### src/rtl/five_bit_arith_pkg.sv
// Shared arithmetic definitions for the five-bit adder/subtractor family.
package five_bit_arith_pkg;

   localparam int DEFAULT_WIDTH = 5;

   typedef enum logic [0:0] {
      IDLE  = 1'b0,
      SHIFT = 1'b1
   } state_t;

   // Signed overflow of a two's-complement add (sub=0) or subtract (sub=1),
   // judged from the operand sign bits and the result sign bit.
   function automatic logic overflow(input logic a_msb, input logic b_msb,
                                     input logic d_msb, input logic sub);
      return ((a_msb ^ b_msb) == sub) && (d_msb != a_msb);
   endfunction

endpackage

### src/rtl/full_adder.sv
// One-bit full adder cell.
module full_adder (
   input  logic a,
   input  logic b,
   input  logic cin,
   output logic s,
   output logic cout
);

   assign s    = a ^ b ^ cin;
   assign cout = (a & b) | (cin & (a ^ b));

endmodule

### src/rtl/five_bit_serial_subtractor.sv
// Bit-serial two's-complement subtractor, D = A - B, LSB first over WIDTH
// cycles through a single full_adder cell (B inverted, carry-in 1).
// Optional macro FIVE_BIT_ADD_MODE_EN adds a 'sub' input; sub=0 selects add.
//
// state | meaning
// IDLE  | waiting for start; D/Bout/V hold last result
// SHIFT | one operand bit pair per clock through the full adder
module five_bit_serial_subtractor
   import five_bit_arith_pkg::*;
#(
   parameter int WIDTH = DEFAULT_WIDTH
) (
   input  logic             clk,
   input  logic             rst_n,
   input  logic             start,
`ifdef FIVE_BIT_ADD_MODE_EN
   input  logic             sub,
`endif
   input  logic [WIDTH-1:0] A,
   input  logic [WIDTH-1:0] B,
   output logic [WIDTH-1:0] D,
   output logic             Bout,
   output logic             V,
   output logic             busy,
   output logic             done
);

   localparam int CW = $clog2(WIDTH + 1);
   localparam logic [CW-1:0] LAST = CW'(WIDTH - 1);

   state_t           state, next_state;
   logic [WIDTH-1:0] a_sr, b_sr;
   logic [WIDTH-2:0] r_sr;
   logic [WIDTH-1:0] result;
   logic [CW-1:0]    count;
   logic             carry;
   logic             a_msb, b_msb;
   logic             sub_q, sub_in;
   logic             fa_b, fa_s, fa_c;
   logic             last_bit;

`ifdef FIVE_BIT_ADD_MODE_EN
   assign sub_in = sub;

   // Operation mode is latched with the operands so it cannot change mid-op.
   always_ff @(posedge clk or negedge rst_n) begin
      if (!rst_n)
         sub_q <= 1'b1;
      else if (state == IDLE && start)
         sub_q <= sub_in;
   end
`else
   assign sub_in = 1'b1;
   assign sub_q  = 1'b1;
`endif

   assign fa_b     = b_sr[0] ^ sub_q;
   assign result   = {fa_s, r_sr};
   assign last_bit = (state == SHIFT) && (count == LAST);
   assign busy     = (state == SHIFT);

   full_adder u_fa (
      .a    (a_sr[0]),
      .b    (fa_b),
      .cin  (carry),
      .s    (fa_s),
      .cout (fa_c)
   );

   // State register.
   always_ff @(posedge clk or negedge rst_n) begin
      if (!rst_n)
         state <= IDLE;
      else
         state <= next_state;
   end

   // Next-state logic: start is only looked at in IDLE.
   always_comb begin
      next_state = state;
      case (state)
         IDLE:    if (start) next_state = SHIFT;
         SHIFT:   if (last_bit) next_state = IDLE;
         default: next_state = IDLE;
      endcase
   end

   // Serial datapath: capture, shift one bit per clock, publish on last bit.
   always_ff @(posedge clk or negedge rst_n) begin
      if (!rst_n) begin
         a_sr  <= '0;
         b_sr  <= '0;
         r_sr  <= '0;
         count <= '0;
         carry <= 1'b0;
         a_msb <= 1'b0;
         b_msb <= 1'b0;
         D     <= '0;
         Bout  <= 1'b0;
         V     <= 1'b0;
         done  <= 1'b0;
      end else begin
         done <= 1'b0;
         if (state == IDLE) begin
            if (start) begin
               a_sr  <= A;
               b_sr  <= B;
               a_msb <= A[WIDTH-1];
               b_msb <= B[WIDTH-1];
               carry <= sub_in;
               count <= '0;
            end
         end else begin
            a_sr  <= {1'b0, a_sr[WIDTH-1:1]};
            b_sr  <= {1'b0, b_sr[WIDTH-1:1]};
            r_sr  <= result[WIDTH-1:1];
            carry <= fa_c;
            count <= count + 1'b1;
            if (last_bit) begin
               D    <= result;
               Bout <= fa_c ^ sub_q;
               V    <= overflow(a_msb, b_msb, fa_s, sub_q);
               done <= 1'b1;
            end
         end
      end
   end

endmodule
### config.mk
export PLATFORM = sky130hd
export DESIGN_NAME = five_bit_serial_subtractor
export DESIGN_NICKNAME = d
export VERILOG_FILES = /design/src/rtl/five_bit_arith_pkg.sv /design/src/rtl/full_adder.sv /design/src/rtl/five_bit_serial_subtractor.sv
export SDC_FILE = /design/constraint.sdc
export NUM_CORES = 1
export LEC_CHECK = 0
export ABC_AREA = 1
export CELL_PAD_IN_SITES_DETAIL_PLACEMENT = 2
export CELL_PAD_IN_SITES_GLOBAL_PLACEMENT = 2
export CORE_MARGIN = 3
export CORE_UTILIZATION = 30
export DETAILED_ROUTE_END_ITERATION = 8
export HOLD_SLACK_MARGIN = 0.06
export PLACE_DENSITY = 0.8
export SYNTH_ARGS = -nofsm -noshare
export SYNTH_HDL_FRONTEND = slang
export SYNTH_HIERARCHICAL = 1
export SYNTH_SLANG_ARGS = --single-unit
### constraint.sdc
create_clock -name clk -period 1.8 [get_ports clk]
set_input_delay 0.36 -clock clk [delete_from_list [all_inputs] [get_ports clk]]
set_output_delay 0.36 -clock clk [all_outputs]
set_load 0.01 [all_outputs]
Word-level counts from Yosys, hierarchy flattened
Cells that the tools add are included.
{"block": "totals", "register_bits": 29, "inputBits": 13, "wordCells": 42}
{"block": "op_classes", "n_addsub": 1, "eq_ne": 2, "muxes": 13, "n_bitwise": 9, "reduce_logical": 5}
{"operator": "5-bit two-way mux", "n": 4}
{"operator": "1-bit two-way mux", "n": 6}
{"operator": "3-bit two-way mux", "n": 2}
{"operator": "2-bit AND reduction", "n": 2}
{"operator": "3-bit by 1-bit adder with 3-bit output, second input constant", "n": 1}
{"operator": "3-bit == test, second input constant", "n": 1}
{"operator": "1-bit NOT", "n": 3}
{"operator": "1-bit bitwise XOR", "n": 3}
{"operator": "1-bit AND", "n": 2}
{"operator": "1-bit logical AND", "n": 2}
{"operator": "1-bit case mux with 2 select lines", "n": 1}
{"operator": "2-bit nonzero test", "n": 1}
{"operator": "1-bit != test", "n": 1}
{"operator": "1-bit OR", "n": 1}

Logic depth before layout (Yosys ltp)
Gate-level depths: netlist (run 1).
{"block": "depth", "word_depth": 5, "depth_mapped": 7, "mapped_depth_nobuf": 7}

Hierarchy
Netlist (run 1), hierarchy kept.
{"mod": "five_bit_serial_subtractor", "instances": 1, "cells_per_inst": 131, "area_each_um2": 1183.6, "seq_area_each_um2": 725.7}
{"mod": "full_adder", "instances": 1, "cells_per_inst": 1, "area_each_um2": 20.0, "seq_area_each_um2": 0.0}

Worst setup path after synthesis (run 1)
Ideal clock, no wire load.
{"block": "synth_path", "kind": "register to register", "start": "reg a_sr[0]", "end": "reg V", "setup_time_ps": 116, "arrival_ps": 1189, "slack_ps": 495, "path_stages_with_launch": 7, "n_path_buf": 0, "synth_period_minus_slack_ps": 1305, "path_cell_list": "dfrtp_1 fa_1 inv_1 nand3_1 nand2_1 nand2_1 nand2_1"}
{"block": "synth_between", "elab_chain_cells": 4}
{"item": "start, declared", "line": "five_bit_serial_subtractor.sv:32", "rtl": "logic [WIDTH-1:0] a_sr, b_sr;"}
{"item": "start signal, assigned", "line": "five_bit_serial_subtractor.sv:114", "rtl": "a_sr <= {1'b0, a_sr[WIDTH-1:1]};"}
{"item": "1-bit bitwise XOR (2 in series)", "line": "full_adder.sv:10", "rtl": "assign s = a ^ b ^ cin;"}
{"item": "net fa_s", "line": "five_bit_serial_subtractor.sv:39", "rtl": "logic fa_b, fa_s, fa_c;"}
{"item": "1-bit != test", "line": "five_bit_arith_pkg.sv:15", "rtl": "return ((a_msb ^ b_msb) == sub) && (d_msb != a_msb);"}
{"item": "1-bit logical AND", "line": "five_bit_arith_pkg.sv:15"}
{"item": "end signal, assigned", "line": "five_bit_serial_subtractor.sv:122", "rtl": "V <= overflow(a_msb, b_msb, fa_s, sub_q);"}
{"item": "end, declared", "line": "five_bit_serial_subtractor.sv:23", "rtl": "output logic V,"}
The timed path passes the listed nets, and every way through them passes these cells.
A chain may end at the register's enable or synchronous reset.

Worst setup path in the final report (run 1)
{"block": "layout_path", "start": "reg state, in the netlist busy", "end": "out busy"}
{"item": "start, declared", "line": "five_bit_serial_subtractor.sv:31", "rtl": "state_t state, next_state;"}
{"item": "start signal, assigned", "line": "five_bit_serial_subtractor.sv:75", "rtl": "state <= next_state;"}
{"item": "end, declared", "line": "five_bit_serial_subtractor.sv:24", "rtl": "output logic busy,"}
No word-level cell between the ends.

==> results of run 1 <==
cell families (layout without fill, tap and decap cells):
group	after synthesis	in the layout	share of synthesized area [%]
buffers and inverters	19	47	7.07
xor gates and xnor gates	1	1	0.728
DFF	29	29	60.3
AOI/OAI and AO/OA	14	14	5.82
adders and majority gates	3	3	3.74
and+or+nand+nor	66	66	22.4
through the flow:
stage          worst slack, ns  instance area (sq um)
3_5_place_dp             0.294                   1480
5_1_grt                  0.145                   1570
3_3_place_gp             0.343                   1480
2_1_floorplan            0.495                   1200
4_1_cts                  0.151                   1570
6_report                 0.191                   1570
routing by layer:
metal | share of wire [%] | global-route usage [%] | vias up
met5 | 0 | 0 | -
met4 | 1.4 | 4.56 | 0
met3 | 4.6 | 4.64 | 6
met2 | 50 | 23.1 | 23
met1 | 44 | 15.6 | 485
li1 | - | - | 460
report_power, final:
part           leakage (nW)  switching, W  internal, W
clock                0.0443      0.000242     0.000303
combinational         0.360      0.000523     0.000420
sequential            0.369      0.000160     0.000915
final timing paths:
path / start / endpoint / slack, ns / depth (start not counted)
setup / recovery: busy$_DFF_PN0_ / busy / 0.19 / 1
hold / removal: rst_n / count[2]$_DFFE_PN0P_ / 0.46 / 2
setup reg to reg: a_sr[0]$_DFFE_PN0P_ / V$_DFFE_PN0P_ / 0.38 / 6
hold reg to reg: r_sr[3]$_DFFE_PN0P_ / r_sr[2]$_DFFE_PN0P_ / 0.49 / 2
max in group asynchronous: rst_n / a_sr[4]$_DFFE_PN0P_ / 1.06 / 2
min in group clk: r_sr[3]$_DFFE_PN0P_ / r_sr[2]$_DFFE_PN0P_ / 0.49 / 2
final cells by class:
class	count	area (sq um)	share of cell area (%)
repair buffers	26	248	15.8
well taps	48	60.1	3.84
inverters	14	52.6	3.36
clock buffers	7	86.3	5.52
flip-flops and latches	29	726	46.4
multi-input cells	84	393	25.1
sequential cells by signal, indices dropped and copies added (netlist names):
register,flops
V,1
done,1
a_sr,5
b_msb,1
D,5
count,3
b_sr,5
Bout,1
a_msb,1
carry,1
busy,1
r_sr,4
cell usage after synthesis:
cell type,n,area share [%]
inv_1,14,4.4
buf_4,3,1.9
ha_1,2,2.1
nand3_2,1,0.83
nor2_2,1,0.52
buf_2,2,0.83
nor2_1,5,1.6
o21ai_0,6,2.5
xor2_1,1,0.73
nand3_1,10,4.2
nand2_1,49,15
o21ai_1,8,3.3
dfrtp_1,29,60
fa_1,1,1.7
==> metrics, run 1 <==
cts hold-fix bufs=0; max-slew violations=0; largest net degree at the start of global routing=30; # IOs=22; Slew HR=74.8%; GRT Util Overall=13.5%; sequential area share after synthesis=60.3%; Horiz. Die Dim=69.3 microns; Netlist cell types=14; worst path bufs/invs=1; Die Ht=69.3 microns; Leak=0.774 nW; syn_area_per_cell=9.12 sq um; worst path arrival time=1.25 ns; CTS buffer count=5; maximum clock rate=622 MHz; Top delay family on crit path=buffers and inverters; RSZ-0062 raised after global routing=no; Routed WL=2900 microns; synthesized flop and latch total=29; Layout Area Growth over Synthesis=30.0%; crit start category=flop; detailed-route DRC error count=0; initial DRC count=38; Core Util, Final=41.5%; gpl congestion=0.729; final setup TNS=0 ns; Routed WL per cell=14.0 microns; CTS sink count=29; Reg clk slew, reported paths=0.06 ns; slowest CP cell=clkdlybuf4s50_1; htree depth=2; Syn. warnings=6; worst skew pair latency=0.28 ns; Largest stage delay, worst path=0.56 ns; final worst path period need=1.61 ns; total design power=0.00256 W; Initial Util=31.9%; post-route ant nets=0; vias in the first global route=1065; cells after synthesis=132; PortBufs=21; CTS tree=built; Crit Path Category=reg2out; Cells after DPL=201; post-CTS setup buffer count=0; Layout Cells excl Fill=208; GRT overflow=0; CP Capture Type=output port; Layout fillers=423; Core Region=3770 sq um; layout cell share with drive strength beyond 1=8.13%; Worst Clk Skew=0.00623 ns; final hold viol count=0; cell area after synthesis=1200 sq um; status=completed; critical-path maximum fanout=3; final worst-path cycle share=89.4%; Vias/cell=4.68; most frequent cells in the layout=nand2_1, dfrtp_1, clkdlybuf4s50_1; First-pass DRT Iterations=3; HPWL Detailed=2210 microns; CP Cell Sequence=clkdlybuf4s50_1; total number of vias=974; syn nets=148; peak supply drop=0.513 mV; site row count=22; Post-CTS Resized=0; clock buffer depth=2; Data required, critical path=1.44 ns; Power Dens Cells=1640 nW/um^2; clk root buf=clkbuf_8; final hold slack=0.464 ns; Die ar.=4810 sq um; first-pass GRT wire length=5060 microns; antenna cells=0; max cap viols=0; Finish-stage setup viols=0; initial antenna violation count=0; Worst-Margin Slew=0.378 ns; Worst Hold Class=in2async; nets=176; commonest non-fill, non-tap cell in the layout=nand2_1
Power figures use the tool's default switching activity.
==> run 2: changes to the inputs <==
Settings changed: CAP_MARGIN set to 20.
==> results of run 2 <==
No change in the layout: final DEF, timing and power equal those of run 1.
==> run 3: changes to the inputs <==
Settings changed: PLACE_DENSITY 0.8 to 0.83.
==> run 3 against run 2 <==
Effect of this change: sequential share of layout area shrank 0.87 points; clock power rose by 28%; die area did not move; count of clock-buffer cells in the layout did not move; combinational power is essentially flat; cell count rose by 0.48%; utilization grew 0.80 points; non-clock buffer count unchanged; critical path depth unchanged; critical path type unchanged; sequential power is essentially flat; critical endpoint unchanged; largest power group unchanged; global-route usage up 0.073 points; clock skew shrank 0.0039 ns; largest cell class unchanged.
==> metrics, run 3 (synthesized netlist as in run 1, its figures left out) <==
Post-CTS Resized=0 (unchanged); max-slew violations=0 (unchanged); multi-input gate area in the final layout=393 sq um (unchanged); site row count=22 (unchanged); worst skew pair latency=0.28 ns (about the same); Pint=0.00179 W (+9.1%); final setup TNS=0 ns (unchanged); Finish-stage setup viols=0 (unchanged); vias in the first global route=1090 (+2.3%); HPWL Detailed=2190 microns (-1.0%); maximum clock rate=648 MHz (+4.3%); Horiz. Die Dim=69.3 microns (unchanged); total number of vias=964 (-1.0%); Routed WL per cell=13.8 microns (-0.82%); Die ar.=4810 sq um (unchanged); GRT Util Overall=13.5% (+0.073 points); largest registers=D x5, a_sr x5, b_sr x5; final hold viol count=0 (unchanged); NetSw=0.000926 W (about the same); Layout Area Growth over Synthesis=32.5%; worst path arrival time=1.18 ns (-0.07 ns); nets=176 (unchanged); htree depth=2 (unchanged); Worst-Margin Slew=0.384 ns (+0.00647 ns); R2R setup slack=0.38 ns (about the same); Data required, critical path=1.44 ns (about the same); Worst Clk Skew=0.00230 ns (-0.00393 ns); Vias/cell=4.61 (-1.5%); CTS sink count=29 (unchanged); final worst-path cycle share=85.7% (-3.7 points); post-CTS setup buffer count=0 (unchanged); Layout fillers=426 (+0.71%); first-pass GRT wire length=5130 microns (+1.2%); gpl congestion=0.748 (+2.7%); Power Dens Cells=1700 nW/um^2 (+3.8%); CP Cell Sequence=clkdlybuf4s50_1; RSZ-0062 raised after global routing=no; Routed WL=2890 microns (-0.34%); Reg area=726 sq um (unchanged); Reg clk slew, reported paths=0.06 ns (about the same); largest net degree at the start of global routing=30 (unchanged); crit start category=flop; slowest CP cell=clkdlybuf4s50_1; initial DRC count=16 (-58%); worst reg-to-reg path cell count=6 (unchanged); RR Endpoint=V$_DFFE_PN0P_; Initial Util=31.9% (unchanged); CTS buffer count=5 (unchanged); Worst Hold Class=in2async; max cap viols=0 (unchanged); reg-to-reg startpoint=a_sr[0]$_DFFE_PN0P_; critical-path maximum fanout=3 (unchanged); Comb pwr share=34.8% (-2.0 points); antenna cells=0 (unchanged); final setup margin=0.258 ns (+0.0668 ns); pre-CTS WS=0.250 ns (-0.0437 ns); GRT overflow=0 (unchanged); First-pass DRT Iterations=4 (+1); peak supply drop=0.551 mV (+7.3%); Core Region=3770 sq um (unchanged); Slew HR=74.4% (-0.43 points); initial antenna violation count=0 (unchanged); Die Ht=69.3 microns (unchanged); PortBufs=21 (unchanged); worst path bufs/invs=1 (unchanged); commonest non-fill, non-tap cell in the layout=nand2_1; Clock power frac=25.6% (+4.3 points); Cells after DPL=201 (unchanged); # IOs=22 (unchanged); detailed-route DRC error count=0 (unchanged); most frequent cells in the layout=nand2_1, dfrtp_1, clkdlybuf4s50_1; Crit Path Category=reg2out; Reg power frac=39.6% (-2.3 points); CP Capture Type=output port; cts hold-fix bufs=0 (unchanged); Net Sw Frac=34.1% (-2.0 points); status=completed; post-route ant nets=0 (unchanged); CTS tree=built; Top delay family on crit path=buffers and inverters; Largest stage delay, worst path=0.54 ns (-0.02 ns); layout cell share with drive strength beyond 1=8.70% (+0.57 points); clk root buf=clkbuf_8; Leak=0.788 nW (+1.8%); Layout Cells excl Fill=209 (+0.48%); final worst path period need=1.54 ns (-0.0668 ns); clock buffer depth=2 (unchanged)
## run 3: cell types whose count changed in the layout (fill, tap and decap cells not counted)
cell / previous run / this run
bufinv_16: 0 / 1
## run 3: final cells by class
cell class / count / area share, %
sequential: 29 / 45.5
tap: 48 / 3.76
clock buffer: 7 / 5.41
timing repair buffer: 26 / 15.5
multi-input combinational: 84 / 24.6
inverter: 14 / 3.29
clock inverter: 1 / 1.88
## run 3: how the worst max path moves through the flow
stage | from | endpoint | cells past startpoint
finish | busy$_DFF_PN0_ | busy | 1
global route | busy$_DFF_PN0_ | busy | 1
CTS | busy$_DFF_PN0_ | busy | 1
detailed placement | start | b_sr[2]$_DFFE_PN0P_ | 5
global placement | start | b_sr[3]$_DFFE_PN0P_ | 5
floorplan | a_sr[0]$_DFFE_PN0P_ | V$_DFFE_PN0P_ | 6
## run 3: power by group through the flow
stage | sequential [W] | clock [W] | combinational (W)
finish | 0.00107 | 0.000695 | 0.000943
global route | 0.00111 | 0.000743 | 0.00109
CTS | 0.00108 | 0.000715 | 0.000974
detailed placement | 0.00109 | 0 | 0.000962
global placement | 0.00107 | 0 | 0.000897
floorplan | 0.00109 | 0 | 0.000547
## run 3: metrics by stage
| stage | util (%) | hold WS, ns | area [sq um] | total power, W |
|---|---|---|---|---|
| 2_1_floorplan | - | 0.0644 | 1200 | 0.00163 |
| 3_3_place_gp | 39.2 | 0.468 | 1480 | 0.00196 |
| 3_5_place_dp | 39.2 | 0.476 | 1480 | 0.00205 |
| 4_1_cts | 42.3 | 0.481 | 1600 | 0.00276 |
| 5_1_grt | 42.3 | 0.501 | 1600 | 0.00294 |
| 6_report | 42.3 | 0.470 | 1600 | 0.00271 |
## run 3: layer usage
metal | vias up | part of all wire, % | global-route usage (%)
met2 | 27 | 50 | 23.4
met4 | 0 | 1.7 | 5.21
met3 | 7 | 5.1 | 4.78
met1 | 469 | 43 | 15.2
met5 | - | 0 | 0
li1 | 461 | - | -
